`config.mk`:
```
export PLATFORM = sky130hd
export DESIGN_NAME = writeback_regfile
export DESIGN_NICKNAME = d
export VERILOG_FILES = /design/src/rtl/riscv_pkg.sv /design/src/rtl/load_extend.sv /design/src/rtl/writeback_regfile.sv
export SDC_FILE = /design/constraint.sdc
export NUM_CORES = 2
export LEC_CHECK = 0
export ABC_CLOCK_PERIOD_IN_PS = 56000
export CORE_MARGIN = 4
export CORE_UTILIZATION = 25
export CTS_CLUSTER_DIAMETER = 40
export CTS_CLUSTER_SIZE = 20
export DETAILED_ROUTE_END_ITERATION = 8
export HOLD_SLACK_MARGIN = 0.03
export SLEW_MARGIN = 20
export SYNTH_ARGS = -nofsm -noshare
export SYNTH_HDL_FRONTEND = slang
export SYNTH_SLANG_ARGS = --single-unit
```
`constraint.sdc`:
```
create_clock -name clk -period 56 [get_ports clk]
set_input_delay 11.2 -clock clk [delete_from_list [all_inputs] [get_ports clk]]
set_output_delay 11.2 -clock clk [all_outputs]
set_load 0.01 [all_outputs]
```
`src/rtl/riscv_pkg.sv`:
```
// Shared RISC-V pipeline types: writeback result select, load funct3 codes, x0 index.
package riscv_pkg;

  localparam int unsigned RES_SRC_W = 2;
  localparam int unsigned F3_W      = 3;
  localparam int unsigned REG_IDX_W = 5;

  typedef enum logic [RES_SRC_W-1:0] {
    RES_ALU  = 2'b00,
    RES_LOAD = 2'b01,
    RES_PC4  = 2'b10,
    RES_IMM  = 2'b11
  } result_src_t;

  localparam logic [F3_W-1:0] F3_LB  = 3'b000;
  localparam logic [F3_W-1:0] F3_LH  = 3'b001;
  localparam logic [F3_W-1:0] F3_LW  = 3'b010;
  localparam logic [F3_W-1:0] F3_LBU = 3'b100;
  localparam logic [F3_W-1:0] F3_LHU = 3'b101;

  localparam logic [REG_IDX_W-1:0] REG_ZERO = 5'd0;

endpackage

```
`src/rtl/load_extend.sv`:
```
// Load byte/half extraction with sign or zero extension; unknown funct3 passes the word.
module load_extend
  import riscv_pkg::*;
#(
  parameter int unsigned DATA_WIDTH = 32
) (
  input  logic [DATA_WIDTH-1:0] i_rdata,
  input  logic [1:0]            i_off,
  input  logic [F3_W-1:0]       i_funct3,
  output logic [DATA_WIDTH-1:0] o_word_c
);

  logic [7:0]  w_byte;
  logic [15:0] w_half;

  // Half select ignores off[0]; misaligned halves fold onto the aligned one.
  assign w_byte = i_rdata[{i_off, 3'b000} +: 8];
  assign w_half = i_rdata[{i_off[1], 4'b0000} +: 16];

  always_comb begin
    o_word_c = i_rdata;
    case (i_funct3)
      F3_LB:   o_word_c = {{(DATA_WIDTH-8){w_byte[7]}}, w_byte};
      F3_LH:   o_word_c = {{(DATA_WIDTH-16){w_half[15]}}, w_half};
      F3_LBU:  o_word_c = {{(DATA_WIDTH-8){1'b0}}, w_byte};
      F3_LHU:  o_word_c = {{(DATA_WIDTH-16){1'b0}}, w_half};
      default: o_word_c = i_rdata;
    endcase
  end

endmodule

```
`src/rtl/writeback_regfile.sv`:
```
// W-stage result select, integer register file with write-first read bypass, retire counter.
// Optional macro WB_RETIRE_CNT_EN builds the retired-instruction counter; otherwise it reads 0.
module writeback_regfile
  import riscv_pkg::*;
#(
  parameter int unsigned DATA_WIDTH = 32,
  parameter int unsigned ADDR_WIDTH = 5,
  parameter int unsigned CNT_WIDTH  = 64
) (
  input  logic                  clk,
  input  logic                  rst,
  input  logic                  ValidW,
  input  logic                  RegWriteW,
  input  logic [RES_SRC_W-1:0]  ResultSrcW,
  input  logic [F3_W-1:0]       Funct3W,
  input  logic [ADDR_WIDTH-1:0] RdW,
  input  logic [DATA_WIDTH-1:0] ALUResultW,
  input  logic [DATA_WIDTH-1:0] ReadDataW,
  input  logic [DATA_WIDTH-1:0] PCPlus4W,
  input  logic [DATA_WIDTH-1:0] ImmExtW,
  input  logic [ADDR_WIDTH-1:0] A1D,
  input  logic [ADDR_WIDTH-1:0] A2D,
  output logic [DATA_WIDTH-1:0] RD1D,
  output logic [DATA_WIDTH-1:0] RD2D,
  output logic [DATA_WIDTH-1:0] ResultW,
  output logic [CNT_WIDTH-1:0]  RetiredCnt
);

  localparam int unsigned NREGS = 2 ** ADDR_WIDTH;
  localparam logic [ADDR_WIDTH-1:0] ZERO_IDX = ADDR_WIDTH'(REG_ZERO);

  logic [DATA_WIDTH-1:0] r_regs [NREGS];
  logic [DATA_WIDTH-1:0] w_load;
  logic                  w_we;

  load_extend #(.DATA_WIDTH(DATA_WIDTH)) u_load_extend (
    .i_rdata  (ReadDataW),
    .i_off    (ALUResultW[1:0]),
    .i_funct3 (Funct3W),
    .o_word_c (w_load)
  );

  always_comb begin
    ResultW = ALUResultW;
    case (result_src_t'(ResultSrcW))
      RES_ALU:  ResultW = ALUResultW;
      RES_LOAD: ResultW = w_load;
      RES_PC4:  ResultW = PCPlus4W;
      RES_IMM:  ResultW = ImmExtW;
      default:  ResultW = ALUResultW;
    endcase
  end

  assign w_we = ValidW & RegWriteW & (RdW != ZERO_IDX);

  // x0 is never written, so its entry stays at its reset value of zero.
  always_ff @(posedge clk or posedge rst) begin
    if (rst) begin
      r_regs <= '{default: '0};
    end else if (w_we) begin
      r_regs[RdW] <= ResultW;
    end
  end

  // Write-first read ports; reset forces zero so stale bypass data cannot escape.
  always_comb begin
    RD1D = r_regs[A1D];
    RD2D = r_regs[A2D];
    if (w_we && (A1D == RdW)) RD1D = ResultW;
    if (w_we && (A2D == RdW)) RD2D = ResultW;
    if (rst || (A1D == ZERO_IDX)) RD1D = '0;
    if (rst || (A2D == ZERO_IDX)) RD2D = '0;
  end

`ifdef WB_RETIRE_CNT_EN
  logic [CNT_WIDTH-1:0] r_retired_cnt;

  always_ff @(posedge clk or posedge rst) begin
    if (rst) begin
      r_retired_cnt <= '0;
    end else if (ValidW) begin
      r_retired_cnt <= r_retired_cnt + CNT_WIDTH'(1);
    end
  end

  assign RetiredCnt = r_retired_cnt;
`else
  assign RetiredCnt = '0;
`endif

endmodule

```
After elaboration in Yosys (flattened, before gate mapping)
Cells that the tools add are included.
- bits in registers: 1024
- bits in latches: 0
- memory bits (writable): 0
- bits in read-only memories: 0
- bits of input ports: 152
- output and inout bits: 160
- word-level logic and storage cells: 76
- memories: 0
- add/sub/neg operators: 0
- $mul: 0
- divide/modulo/power cells: 0
- $lt $le $gt $ge: 4
- equality and inequality tests: 8
- shift operators: 2
- mux-type cells: 15
- bitwise logic cells: 5
- reductions and logical operators: 10
- operators with widths (kind ; count):
    1024-bit bitwise mux ; 1
    32-bit binary-select mux with 5-bit select ; 2
    32-bit two-way mux ; 9
    32-bit case mux with 4 select lines ; 2
    32-bit demux with 5-bit select ; 1
    32-bit by 6-bit variable part select with 16-bit output ; 1
    32-bit by 6-bit variable part select with 8-bit output ; 1
    6-bit >= comparator (second input constant) ; 3
    5-bit NOT with 6-bit output ; 3
    5-bit equality test ; 2
    5-bit zero test ; 2
    3-bit equality test (second input constant) ; 2
    6-bit by 1-bit < comparator with 1-bit output (second input constant) ; 1
    5-bit nonzero test ; 1
    2-bit equality test (second input constant) ; 2
    3-bit by 1-bit equality test with 1-bit output (second input constant) ; 1
    1-bit logical AND ; 3
    3-bit zero test ; 1
    1-bit bitwise AND ; 2
    2-bit by 1-bit equality test with 1-bit output (second input constant) ; 1
    2-bit zero test ; 1
    1-bit logical OR ; 2

Longest topological paths before layout
- depth after elaboration: 6
- gate-level depth with buffers: 11

Modules after synthesis
From an unflattened synthesis, not the netlist that was laid out.
- cell total of the unflattened synthesis: 5168
- area, all modules: 55446.9 sq um
- by module, submodules not included (module ; times used ; cells an instance ; area each (sq um)):
    writeback_regfile ; 1 ; 5050 ; 54652.4
    load_extend ; 1 ; 118 ; 794.5

Worst setup path after synthesis
Ideal clock, no wire load.
- path type: in2out
- start: input port rst
- end: output port RD2D[16]
- arrival: 36207 ps
- slack: 8593 ps
- stages on the path: 3
- path buffers: 0
- cell sequence: inv_1 nand3_1 o221ai_1
- longest elaborated chain between the ends: 2
- RTL lines (item ; line ; source):
    from (decl) ; writeback_regfile.sv:11 ; input logic rst,
    1-bit logical OR ; writeback_regfile.sv:72 ; if (rst || (A2D == ZERO_IDX)) RD2D = '0;
    32-bit two-way mux ; writeback_regfile.sv:72 ;
    to (decl) ; writeback_regfile.sv:24 ; output logic [DATA_WIDTH-1:0] RD2D,
No other way between the ends.

Final worst setup path
- start: input port RdW[4]
- end: output port RD2D[28]
- longest elaborated chain between the ends: 5
- elaborated cells between the ends (all ways): 6
- classes of those cells: 1 x eq/ne; 2 x mux; 1 x bitwise; 2 x reduce/logical
- RTL lines (item ; line ; source):
    from (decl) ; writeback_regfile.sv:16 ; input logic [ADDR_WIDTH-1:0] RdW,
    5-bit nonzero test ; writeback_regfile.sv:54 ; assign w_we = ValidW & RegWriteW & (RdW != ZERO_IDX);
    1-bit bitwise AND ; writeback_regfile.sv:54 ;
    1-bit logical AND (*) ; writeback_regfile.sv:70 ; if (w_we && (A2D == RdW)) RD2D = ResultW;
    32-bit two-way mux (*) ; writeback_regfile.sv:70 ;
    32-bit two-way mux (*) ; writeback_regfile.sv:72 ;
Every way passes the cells marked *; elsewhere a longest branch is shown, timed or not.

==> impl_metrics.tcl <==
set metrics [dict create \
    placement.io_buffers 247 \
    grt_pass1_vias 43200 \
    final_instance_area_um2 64100 \
    report.final.setup_viol 0 \
    die_h_um 480 \
    most_area_consuming_cells_after_synthesis "sky130_fd_sc_hd__dfrtp_1, sky130_fd_sc_hd__mux4_2, sky130_fd_sc_hd__o21ai_0" \
    timing.slew.headroom_pct 21.1 \
    remaining_design_rule_violation_count 0 \
    worst_pin_slew_ns 1.18 \
    initial_utilization_pct 25.2 \
    drt_iter0_drcs 4781 \
    synth_top_cell_area_share_pct 46.0 \
    cts_tree "yes" \
    post_cts_resized 0 \
    max_stage_delay_ns 0.94 \
    postPlaceCellArea_um2 60100 \
    final_period_minus_worst_setup_slack_ns 26.98 \
    area.growth.synth_to_final_pct 15.2 \
    numClockSinks 1024 \
    track_usage_pct 16.9 \
    switching_power_w 0.000636 \
    floorplan.core_area_um2 221000 \
    worstPathArrival_ns 15.78 \
    dr_total_vias 43100 \
    dieArea_um2 230000 \
    drt-wirelength-per-cell_um 24.1 \
    rsz0062_at_grt "no" \
    vdd.ir_drop.worst_mv 0.0252 \
    final_layout_size_suffix_gt1_share_pct 16.0 \
    hold_viol_final 0 \
    async_reset_ff_share_pct 100 \
    worst-path-buf-inv 3 \
    syn-mean-instance-area_um2 10.5 \
    run_status "finished clean" \
    final_clock_period_utilization_by_the_worst_path_pct 48.2 \
    syn_area_um2 55700 \
    drt-total-wl_mm 199 \
    cp_max_fo 16 \
    timing.clock.skew_ns 0 \
    hpwlAfterDp_mm 118 \
    ys_top_cells_by_count "sky130_fd_sc_hd__o21ai_0, sky130_fd_sc_hd__nand2_1, sky130_fd_sc_hd__dfrtp_1, sky130_fd_sc_hd__clkbuf_1, sky130_fd_sc_hd__mux4_2" \
    critical_path_type "primary input to output port" \
    n_fill_cell 22800 \
    cts-root-to-sink-buffers 3 \
    critical_path.cell_chain "clkdlybuf4s50_1, nor3_2, a21o_1, or4_1, nor2_4, inv_2, o221ai_1, clkdlybuf4s50_1" \
    final_net_count 5358 \
    final.setup.tns_ns 0 \
    grt_first_pass_wirelength_mm 295 \
    gp_congestion 0.818 \
    critPathMostFrequentCell "sky130_fd_sc_hd__clkdlybuf4s50_1" \
    reg_with_most_ffs "r_regs" \
    clk_transition_reported_paths_ns 0.06 \
    ant_nets 0 \
    maxClockFrequency_ghz 0.0371 \
    startpoint_type "primary input" \
    via_per_inst 5.22 \
    min_path_type "flip-flop to flip-flop" \
    detailedRoute.firstPassIterationCount 5 \
    part_of_the_power_in_the_clock_network_pct 37.3 \
    finish.utilization_pct 29.1 \
    p_per_area_nw_per_um2 32.9 \
    cts-buffers-inserted 113 \
    synth-edff-count 0 \
    grt_overflow 0 \
    most_used_flip_flop_cell_after_synthesis "sky130_fd_sc_hd__dfrtp_1" \
    die-width_um 480 \
    power.static_leakage_nw 26.7 \
    syn_inst 5294 \
    share_seq_of_total_power_pct 44.0 \
    finalMaxSlewViolations 0 \
    cts_htree_levels 3 \
    post_cts.repair.setup_buffers 0 \
    count_of_hold_buffers_inserted_by_post_cts_repair 0 \
    synthDistinctLibCells 66 \
    drv.max_cap_violation_count 0 \
    synth_seq_cells 1024 \
    largest_register_ffs 1024 \
    cp-end-kind "output port" \
    combinationalPowerShare_pct 18.7 \
    synth.yosys.warnings 0 \
    cellInternalPower_w 0.00147 \
    crit_family "buffers and inverters" \
    synthDominantAreaCellType "sky130_fd_sc_hd__dfrtp_1" \
    pin_count_of_the_biggest_net_entering_global_routing 181 \
    sw_frac_of_total_pct 30.2 \
    ctsRootBufferMaster "sky130_fd_sc_hd__clkbuf_16" \
    timing.critical_path.slowest_stage_cell "sky130_fd_sc_hd__or4_1" \
    post-synth-top-count-cell "sky130_fd_sc_hd__o21ai_0" \
    clkLatencyLatePin_ns 0.72 \
    largestRegisters "r_regs: 1024 flops" \
    row_count 172 \
    number_of_antenna_violations_at_the_first_check_in_global_routing 4 \
    crit_required_ns 44.80 \
    synth.yosys.seq_area_share_pct 46.0 \
    pin_count 312 \
]
[worst reg2reg max path: cells and delay by family (launching register included)]
| family | cells | cell delay [ns] |
|---|---|---|
| flops | 1 | 0.40 |
| compound gates | 1 | 0.11 |
| simple gates | 1 | 0.08 |
[layout make-up]
class | count | area (µm²) | share of cell area (%)
inverters | 39 | 154 | 0.240
well taps | 2958 | 3700 | 5.77
clock buffers | 139 | 3100 | 4.83
repair buffers | 367 | 3500 | 5.45
flip-flops and latches | 1024 | 25600 | 40.0
clock inverters | 74 | 840 | 1.31
diodes | 3 | 7.51 | 0.0117
multi-input cells | 3661 | 27200 | 42.4
[cell families after synthesis]
group,share of synthesized area [%]
AOI/OAI and AO/OA,17.0
buffers and inverters,5.98
muxes,21.7
xor gates and xnor gates,0.157
DFF,46.0
and+or+nand+nor,9.12
other,0.00674
[power by group through the flow]
| stage | Clock (W) | Combinational (W) | Sequential, W |
|---|---|---|---|
| 2_1_floorplan | 0 | 0.000284 | 0.000916 |
| 3_3_place_gp | 0 | 0.000385 | 0.000930 |
| 3_5_place_dp | 0 | 0.000394 | 0.000938 |
| 4_1_cts | 0.000797 | 0.000395 | 0.000925 |
| 5_1_grt | 0.000829 | 0.000434 | 0.000941 |
| 6_report | 0.000786 | 0.000394 | 0.000928 |
[layer usage]
layer	share of wire [%]	track usage (%)
met5	0	0
met4	4.0	6.42
met3	7.2	2.98
met2	47	27.4
met1	42	22.6
[layout by cell type (no fill, tap or decap), types with 26 or more instances in the layout]
cell type                         Yosys  final
sky130_fd_sc_hd__mux2_2              32     32
sky130_fd_sc_hd__mux2i_1            292    292
sky130_fd_sc_hd__buf_4              115    111
sky130_fd_sc_hd__clkdlybuf4s50_1      0    235
sky130_fd_sc_hd__a211oi_1            57     57
sky130_fd_sc_hd__nor2_1              80     78
sky130_fd_sc_hd__a21oi_1            146    146
sky130_fd_sc_hd__a221oi_1           115    115
sky130_fd_sc_hd__a22oi_1             54     54
sky130_fd_sc_hd__nand2_1           1054   1023
sky130_fd_sc_hd__o21ai_0           1068   1068
sky130_fd_sc_hd__dfrtp_1           1024   1024
sky130_fd_sc_hd__mux4_2             390    390
sky130_fd_sc_hd__inv_1               37     36
sky130_fd_sc_hd__nor2b_1             56     53
sky130_fd_sc_hd__nand2_2              1     32
sky130_fd_sc_hd__conb_1               1     64
sky130_fd_sc_hd__o221ai_1            26     26
sky130_fd_sc_hd__clkbuf_16            0    115
[worst paths after layout]
kind	start	slack, ns	cells after the start	endpoint
setup / recovery	RdW[4]	29.02	8	RD2D[28]
hold / removal	r_regs[1018]$_DFFE_PP0P_	0.40	0	r_regs[1018]$_DFFE_PP0P_
setup reg to reg	r_regs[974]$_DFFE_PP0P_	55.24	2	r_regs[974]$_DFFE_PP0P_
hold reg to reg	r_regs[1018]$_DFFE_PP0P_	0.40	0	r_regs[1018]$_DFFE_PP0P_
max in group asynchronous	rst	41.23	6	r_regs[192]$_DFFE_PP0P_
min in group asynchronous	rst	11.06	2	r_regs[808]$_DFFE_PP0P_
[through the flow]
step	total power [W]	setup WS [ns]	cells	hold WS, ns
final	0.00211	29.02	8265	0.396
after CTS	0.00212	28.99	8259	0.397
after global placement	0.00132	29.03	8046	0.377
after floorplan	0.00120	8.59	5357	0.441
after global routing	0.00220	28.98	8262	0.412
after detailed placement	0.00133	29.00	8046	0.383
Power figures use the tool's default switching activity.
